[src/rtl/ddr_pkg.sv]
`default_nettype none
// ============================================================================
//  Package     : ddr_pkg
//  Description : Shared types and constants for the two-player dance game:
//                round state encoding, arrow one-hot codes and score width.
//  Revision    : 1.0 - initial release
// ============================================================================
package ddr_pkg;

  // Round sequencer states
  typedef enum logic [2:0] {
    ST_IDLE   = 3'd0,
    ST_LEAD   = 3'd1,
    ST_SHOW   = 3'd2,
    ST_GAP    = 3'd3,
    ST_FINISH = 3'd4
  } state_t;

  // Arrow button codes, bit0..3 = left/down/up/right
  localparam logic [3:0] ARROW_LEFT  = 4'b0001;
  localparam logic [3:0] ARROW_DOWN  = 4'b0010;
  localparam logic [3:0] ARROW_UP    = 4'b0100;
  localparam logic [3:0] ARROW_RIGHT = 4'b1000;

  // Hit counter width
  localparam int SCORE_W = 8;

  // The target arrow is selected by the two low bits of the generator state
  function automatic logic [3:0] arrow_of(input logic [7:0] lfsr_state);
    logic [3:0] code;
    case (lfsr_state[1:0])
      2'd0:    code = ARROW_LEFT;
      2'd1:    code = ARROW_DOWN;
      2'd2:    code = ARROW_UP;
      default: code = ARROW_RIGHT;
    endcase
    return code;
  endfunction

endpackage
`default_nettype wire

[src/rtl/arrow_lfsr.sv]
`default_nettype none
// ============================================================================
//  Module      : arrow_lfsr
//  Description : 8-bit Fibonacci LFSR (x^8+x^6+x^5+x^4+1), shifting left with
//                feedback into bit0. Reloads SEED on load, steps on advance.
//  Revision    : 1.0 - initial release
// ============================================================================
module arrow_lfsr #(
  parameter logic [7:0] SEED = 8'hA5
) (
  input  logic       clock,
  input  logic       reset,
  input  logic       load,
  input  logic       advance,
  output logic [7:0] state
);

  logic [7:0] state_q;
  logic [7:0] state_d;
  logic       feedback;

  // Next generator value: reload has priority over a step
  always_comb begin
    feedback = state_q[7] ^ state_q[5] ^ state_q[4] ^ state_q[3];
    state_d  = state_q;
    if (load) begin
      state_d = SEED;
    end else if (advance) begin
      state_d = {state_q[6:0], feedback};
    end
  end

  // Generator register, returns to the seed on reset
  always_ff @(posedge clock) begin
    if (reset) begin
      state_q <= SEED;
    end else begin
      state_q <= state_d;
    end
  end

  assign state = state_q;

endmodule
`default_nettype wire

[src/rtl/step_round_controller.sv]
`default_nettype none
// ============================================================================
//  Module      : step_round_controller
//  Description : Round sequencer for the two-player dance game. Paces the
//                lead-in beat and NUM_STEPS steps, shows a pseudo-random target
//                arrow in a timed window and judges each player once per step.
//  Revision    : 1.0 - initial release
// ============================================================================
module step_round_controller
  import ddr_pkg::*;
#(
  parameter int         BEAT_CYCLES   = 25_000_000,
  parameter int         WINDOW_CYCLES = 10_000_000,
  parameter int         NUM_STEPS     = 32,
  parameter logic [7:0] LFSR_SEED     = 8'hA5
) (
  input  logic               clock,
  input  logic               reset,
  input  logic               start,
  input  logic [3:0]         a_keys,
  input  logic [3:0]         b_keys,
  output logic [3:0]         arrow,
  output logic               window_open,
  output logic               a_hit,
  output logic               b_hit,
  output logic               a_miss,
  output logic               b_miss,
  output logic [SCORE_W-1:0] a_score,
  output logic [SCORE_W-1:0] b_score,
  output logic [5:0]         step_idx,
  output logic               busy,
  output logic               done
);

  localparam int             CNT_W     = $clog2(BEAT_CYCLES);
  localparam logic [CNT_W-1:0] BEAT_LAST = CNT_W'(BEAT_CYCLES - 1);
  localparam logic [CNT_W-1:0] WIN_LAST  = CNT_W'(WINDOW_CYCLES - 1);
  localparam logic [CNT_W-1:0] GAP_LAST  = CNT_W'(BEAT_CYCLES - WINDOW_CYCLES - 1);
  localparam logic [5:0]     STEP_LAST = 6'(NUM_STEPS - 1);

  state_t           state_q, state_d;
  logic [CNT_W-1:0] cnt_q, cnt_d;
  logic [5:0]       step_q, step_d;
  logic             round_start;
  logic             step_advance;
  logic             last_show;
  logic             in_show;
  logic [7:0]       lfsr_state;
  logic [3:0]       target;

  // Next state, beat counter and step index; flags round start / step change
  always_comb begin
    state_d      = state_q;
    cnt_d        = cnt_q + CNT_W'(1);
    step_d       = step_q;
    round_start  = 1'b0;
    step_advance = 1'b0;
    last_show    = 1'b0;
    case (state_q)
      ST_IDLE, ST_FINISH: begin
        cnt_d = cnt_q;
        if (start) begin
          state_d     = ST_LEAD;
          cnt_d       = '0;
          step_d      = '0;
          round_start = 1'b1;
        end
      end
      ST_LEAD: begin
        if (cnt_q == BEAT_LAST) begin
          state_d = ST_SHOW;
          cnt_d   = '0;
        end
      end
      ST_SHOW: begin
        if (cnt_q == WIN_LAST) begin
          last_show = 1'b1;
          state_d   = ST_GAP;
          cnt_d     = '0;
        end
      end
      ST_GAP: begin
        if (cnt_q == GAP_LAST) begin
          cnt_d = '0;
          if (step_q == STEP_LAST) begin
            state_d = ST_FINISH;
          end else begin
            state_d      = ST_SHOW;
            step_d       = step_q + 6'd1;
            step_advance = 1'b1;
          end
        end
      end
      default: begin
        state_d = ST_IDLE;
        cnt_d   = '0;
      end
    endcase
  end

  // Sequencer registers
  always_ff @(posedge clock) begin
    if (reset) begin
      state_q <= ST_IDLE;
      cnt_q   <= '0;
      step_q  <= '0;
    end else begin
      state_q <= state_d;
      cnt_q   <= cnt_d;
      step_q  <= step_d;
    end
  end

  arrow_lfsr #(
    .SEED(LFSR_SEED)
  ) u_arrow_lfsr (
    .clock  (clock),
    .reset  (reset),
    .load   (round_start),
    .advance(step_advance),
    .state  (lfsr_state)
  );

  assign target  = arrow_of(lfsr_state);
  assign in_show = (state_q == ST_SHOW);

  logic [1:0][3:0]         keys_in;
  logic [1:0]              hit_w;
  logic [1:0]              miss_w;
  logic [1:0][SCORE_W-1:0] score_w;

  assign keys_in = {b_keys, a_keys};

  for (genvar p = 0; p < 2; p++) begin : g_player
    logic [3:0]         keys_q, keys_d;
    logic [3:0]         rise;
    logic               judged_q, judged_d;
    logic               hit_q, hit_d;
    logic               miss_q, miss_d;
    logic [SCORE_W-1:0] score_q, score_d;

    // One verdict per step: first rising edge in the window, or no-press at close
    always_comb begin
      keys_d   = keys_in[p];
      rise     = keys_in[p] & ~keys_q;
      judged_d = judged_q;
      hit_d    = 1'b0;
      miss_d   = 1'b0;
      score_d  = score_q;
      if (round_start || step_advance) begin
        judged_d = 1'b0;
        if (round_start) begin
          score_d = '0;
        end
      end else if (in_show && !judged_q) begin
        if (rise != 4'd0) begin
          judged_d = 1'b1;
          if (rise == target) begin
            hit_d = 1'b1;
            if (score_q != {SCORE_W{1'b1}}) begin
              score_d = score_q + SCORE_W'(1);
            end
          end else begin
            miss_d = 1'b1;
          end
        end else if (last_show) begin
          judged_d = 1'b1;
          miss_d   = 1'b1;
        end
      end
    end

    // Per-player key history, verdict pulses and hit counter
    always_ff @(posedge clock) begin
      if (reset) begin
        keys_q   <= '0;
        judged_q <= 1'b0;
        hit_q    <= 1'b0;
        miss_q   <= 1'b0;
        score_q  <= '0;
      end else begin
        keys_q   <= keys_d;
        judged_q <= judged_d;
        hit_q    <= hit_d;
        miss_q   <= miss_d;
        score_q  <= score_d;
      end
    end

    assign hit_w[p]   = hit_q;
    assign miss_w[p]  = miss_q;
    assign score_w[p] = score_q;
  end

  assign arrow       = in_show ? target : 4'd0;
  assign window_open = in_show;
  assign a_hit       = hit_w[0];
  assign b_hit       = hit_w[1];
  assign a_miss      = miss_w[0];
  assign b_miss      = miss_w[1];
  assign a_score     = score_w[0];
  assign b_score     = score_w[1];
  assign step_idx    = step_q;
  assign busy        = (state_q == ST_LEAD) || (state_q == ST_SHOW) || (state_q == ST_GAP);
  assign done        = (state_q == ST_FINISH);

endmodule
`default_nettype wire

[config.mk]
export PLATFORM = sky130hd
export DESIGN_NAME = step_round_controller
export DESIGN_NICKNAME = d
export VERILOG_FILES = /design/src/rtl/ddr_pkg.sv /design/src/rtl/arrow_lfsr.sv /design/src/rtl/step_round_controller.sv
export SDC_FILE = /design/constraint.sdc
export NUM_CORES = 1
export LEC_CHECK = 0
export CAP_MARGIN = 30
export CORE_ASPECT_RATIO = 1.2
export CORE_MARGIN = 1
export CORE_UTILIZATION = 55
export CTS_CLUSTER_DIAMETER = 120
export DETAILED_ROUTE_END_ITERATION = 12
export PLACE_DENSITY = 0.79
export SLEW_MARGIN = 0
export SYNTH_ARGS = -nofsm -noshare
export SYNTH_HDL_FRONTEND = slang
export SYNTH_SLANG_ARGS = --single-unit
[constraint.sdc]
create_clock -name clock -period 6.95 [get_ports clock]
set_input_delay 1.39 -clock clock [delete_from_list [all_inputs] [get_ports clock]]
set_output_delay 1.39 -clock clock [all_outputs]
set_load 0.01 [all_outputs]
==> impl_results.md <==
* Critical Setup Path Class: primary input to flip-flop
* Number of synthesized register bits at 72
* R2r startpoint: cnt_q[0]$_SDFFE_PP0N_
* Die ar. at 7180 sq um
* Port-buffer cells at 43
* Post-Syn Area at 3770 sq um
* Worst-margin pin slew at 991 ps
* Worst flop-to-flop path endpoint: step_idx[5]$_SDFFE_PP0P_
* Setup TNS at 0 ps
* Power per standard cell area at 208 nW/um^2
* Top-area cell type share of the netlist area at 38.3%
* Clk buf depth at 2
* Cells on worst reg2reg path at 7
* Layout cells sized above 1 at 5.58%
* Top_reg_cell synth: dfxtp_1
* Dpl cells at 571
* Number of global-route vias before repair at 3303
* RSZ-0062 raised after global routing: no
* Via count at 3505
* Sequential fraction of the synthesis area at 38.3%
* Mean post-synth cell area at 8.12 sq um
* MaxCap Viol Count at 0
* Setup-failing EPs final at 0
* Area leader, netlist: dfxtp_1
* CP max FO at 16
* Clk sink count at 72
* Cell count after synthesis at 464
* Peak VDD IR at 0.138 mV
* Remaining antenna violation count at 0
* Via density at 5.97
* Max Slew Vio Count at 0
* Hold WC Path Type: flip-flop to flip-flop
* Clk_lat worst skew at 350 ps
* Min-Delay Path Depth at 1
* Final nets at 512
* Routed WL per cell at 14.3 um
* Post_cts resized at 0
* Die extent in x at 77.5 um
* Pleak at 1.50 nW
* WHS at 465 ps
* R2r setup slk at 3990 ps
* Max_slew headroom at 33.6%
* CTS Root Cell: clkbuf_8
* DRC at 0
* Die height at 92.6 um
* Synth area leaders: dfxtp_1 38%, nand2_1 6.1%, nand3_1 4.1%
* TritonCTS clock tree: built
* Fmax at 269 MHz
* Core region area at 6530 sq um
* CP startpoint kind: primary input
* H-Tree Depth at 3
* Async set or reset register ratio after synthesis at 0%
* Largest net degree at the start of global routing at 33
* Yosys cell types at 61
* Initial Utilization at 57.7%
* Num rows at 32
* Post-synth EDFFs at 0
* Fin crit share at 53.5%
* Antenna violations before repair at 0
* ANT cells at 0
* YS warnings at 0
* P&R area growth vs syn at 17.9%
* First-pass GRT wire length at 14200 um
* Post-Syn Nets at 479
* # hold bufs at CTS at 0
* Tot GR Track Use at 24.6%
* # IOs at 44
* Status: completed
* Setup repair bufs after CTS at 0
* Fillers at 531
* Final Hold Violating Endpoints at 0
* DRT Pass-1 Iters at 5
* GP Congestion at 0.906
* Worst Path Required at 7220 ps
* Critical Path Sink Type: flip-flop
* Hold path endpoint: b_hit$_SDFF_PP0_
* Crit path time final at 3720 ps
* Initial DRC Count at 216
* Grt ovf at 0
* Final instance count without filler cells at 587
* HP Start: g_player[1].judged_q$_SDFFE_PP0P_
* Clock Skews at 7.88 ps
* Design Power at 0.000923 W
* Worst-path clk slew at 80 ps
* CTS Buf Count at 9
* Fin util at 68.0%
* Final HPWL DP at 5910 um
* WL final at 8370 um
* CP arrival at 3990 ps
[layout make-up]
class	count	area (sq um)	area share [%]
timing repair buffer	45	445	10.0
inverter	12	45.0	1.01
clock buffer	9	124	2.79
sequential	72	1440	32.5
tap	85	106	2.40
multi-input combinational	357	2170	48.8
clock inverter	7	110	2.48
[synthesized netlist by cell type (all sizes together) (6+ instances only)]
library cell  count
xnor2            14
inv              11
nand3            32
or3              11
and3             16
nor3             10
a211oi            6
nor2b            17
a21oi            22
nand2            61
or4              14
o21ai            26
o211ai           11
clkbuf           19
dfxtp            72
nor2             32
[stage by stage]
| stage | setup slack (ps) | area, sq um |
|---|---|---|
| detailed placement | 2880 | 4210 |
| global placement | 2950 | 4210 |
| global route | 3100 | 4440 |
| floorplan | 3670 | 3770 |
| CTS | 3240 | 4440 |
| finish | 3230 | 4440 |
[critical path, stage by stage]
cell             delay (ps)
clkdlybuf4s50_1         470
or2b_2                  330
nor4b_2                 280
a311oi_2                 70
or4b_1                  720
or4_1                   570
a21oi_1                 140
[sequential cells by signal (all words and copies together) (netlist names)]
register,flops
a_score,8
a_miss,1
step_idx,6
a_hit,1
state_q,3
b_score,8
cnt_q,25
g_player.judged_q,2
b_hit,1
g_player.keys_q,8
u_arrow_lfsr.state,8
b_miss,1
[power by group]
| group | leakage [nW] | internal (W) | total (W) | switching [W] |
|---|---|---|---|---|
| sequential | 0.583 | 0.000420 | 0.000429 | 0.00000883 |
| combinational | 0.796 | 0.0000361 | 0.0000960 | 0.0000599 |
| clock | 0.123 | 0.000236 | 0.000398 | 0.000162 |
| total | 1.50 | 0.000692 | 0.000923 | 0.000231 |
[logic make-up (layout without fill, tap and decap cells)]
kind of cell | count (synthesis) | count (layout) | synth area share (%)
adder cells (fa/ha/maj) | 4 | 4 | 1.33
buffers and inverters | 35 | 73 | 4.15
flip-flops | 72 | 72 | 38.3
XOR/XNOR | 19 | 19 | 4.42
multiplexers | 4 | 4 | 1.06
AND/OR/NAND/NOR | 236 | 236 | 34.6
AO/OA/AOI/OAI | 94 | 94 | 16.2
[worst max path at each step]
stage	startpoint	endpoint	cells after the start
after CTS	a_keys[2]	a_score[4]$_SDFFE_PP0P_	7
after global routing	a_keys[2]	a_score[4]$_SDFFE_PP0P_	7
after global placement	a_keys[2]	a_score[4]$_SDFFE_PP0P_	7
after floorplan	a_keys[2]	a_score[4]$_SDFFE_PP0P_	7
final	a_keys[2]	a_score[4]$_SDFFE_PP0P_	7
after detailed placement	a_keys[2]	a_score[4]$_SDFFE_PP0P_	7
[cells in the final DEF (no fill, tap or decap), types with 3 or more instances in the layout]
| cell type | instances |
|---|---|
| nor4b_1 | 4 |
| nand4_1 | 5 |
| a211oi_1 | 6 |
| nand2b_1 | 4 |
| nor2_1 | 32 |
| o31ai_1 | 5 |
| nor3b_1 | 3 |
| clkinv_2 | 4 |
| o21ai_1 | 21 |
| and4_1 | 3 |
| dfxtp_1 | 72 |
| mux2i_1 | 4 |
| o21a_1 | 4 |
| bufinv_16 | 3 |
| xnor2_1 | 14 |
| xor2_1 | 5 |
| ha_1 | 4 |
| clkbuf_8 | 9 |
| inv_1 | 11 |
| clkdlybuf4s50_1 | 43 |
| and2_1 | 4 |
| or4_1 | 13 |
| a21oi_1 | 22 |
| nor3_1 | 10 |
| nor4_1 | 5 |
| o211ai_1 | 11 |
| nor2b_1 | 15 |
| nand2_1 | 61 |
| o41ai_1 | 3 |
| o21ai_0 | 5 |
| or3_1 | 11 |
| nand3_1 | 31 |
| and3_1 | 16 |
[metal layers]
metal / vias to the layer above / routed length (um) / GRT usage [%]
li1: 1752 / - / -
met1: 1643 / 3630 / 27.5
met2: 86 / 4260 / 43.8
met3: 24 / 281 / 3.45
met4: 0 / 204 / 15.3
met5: - / 0 / 0
(Power assumes the default switching activity.)
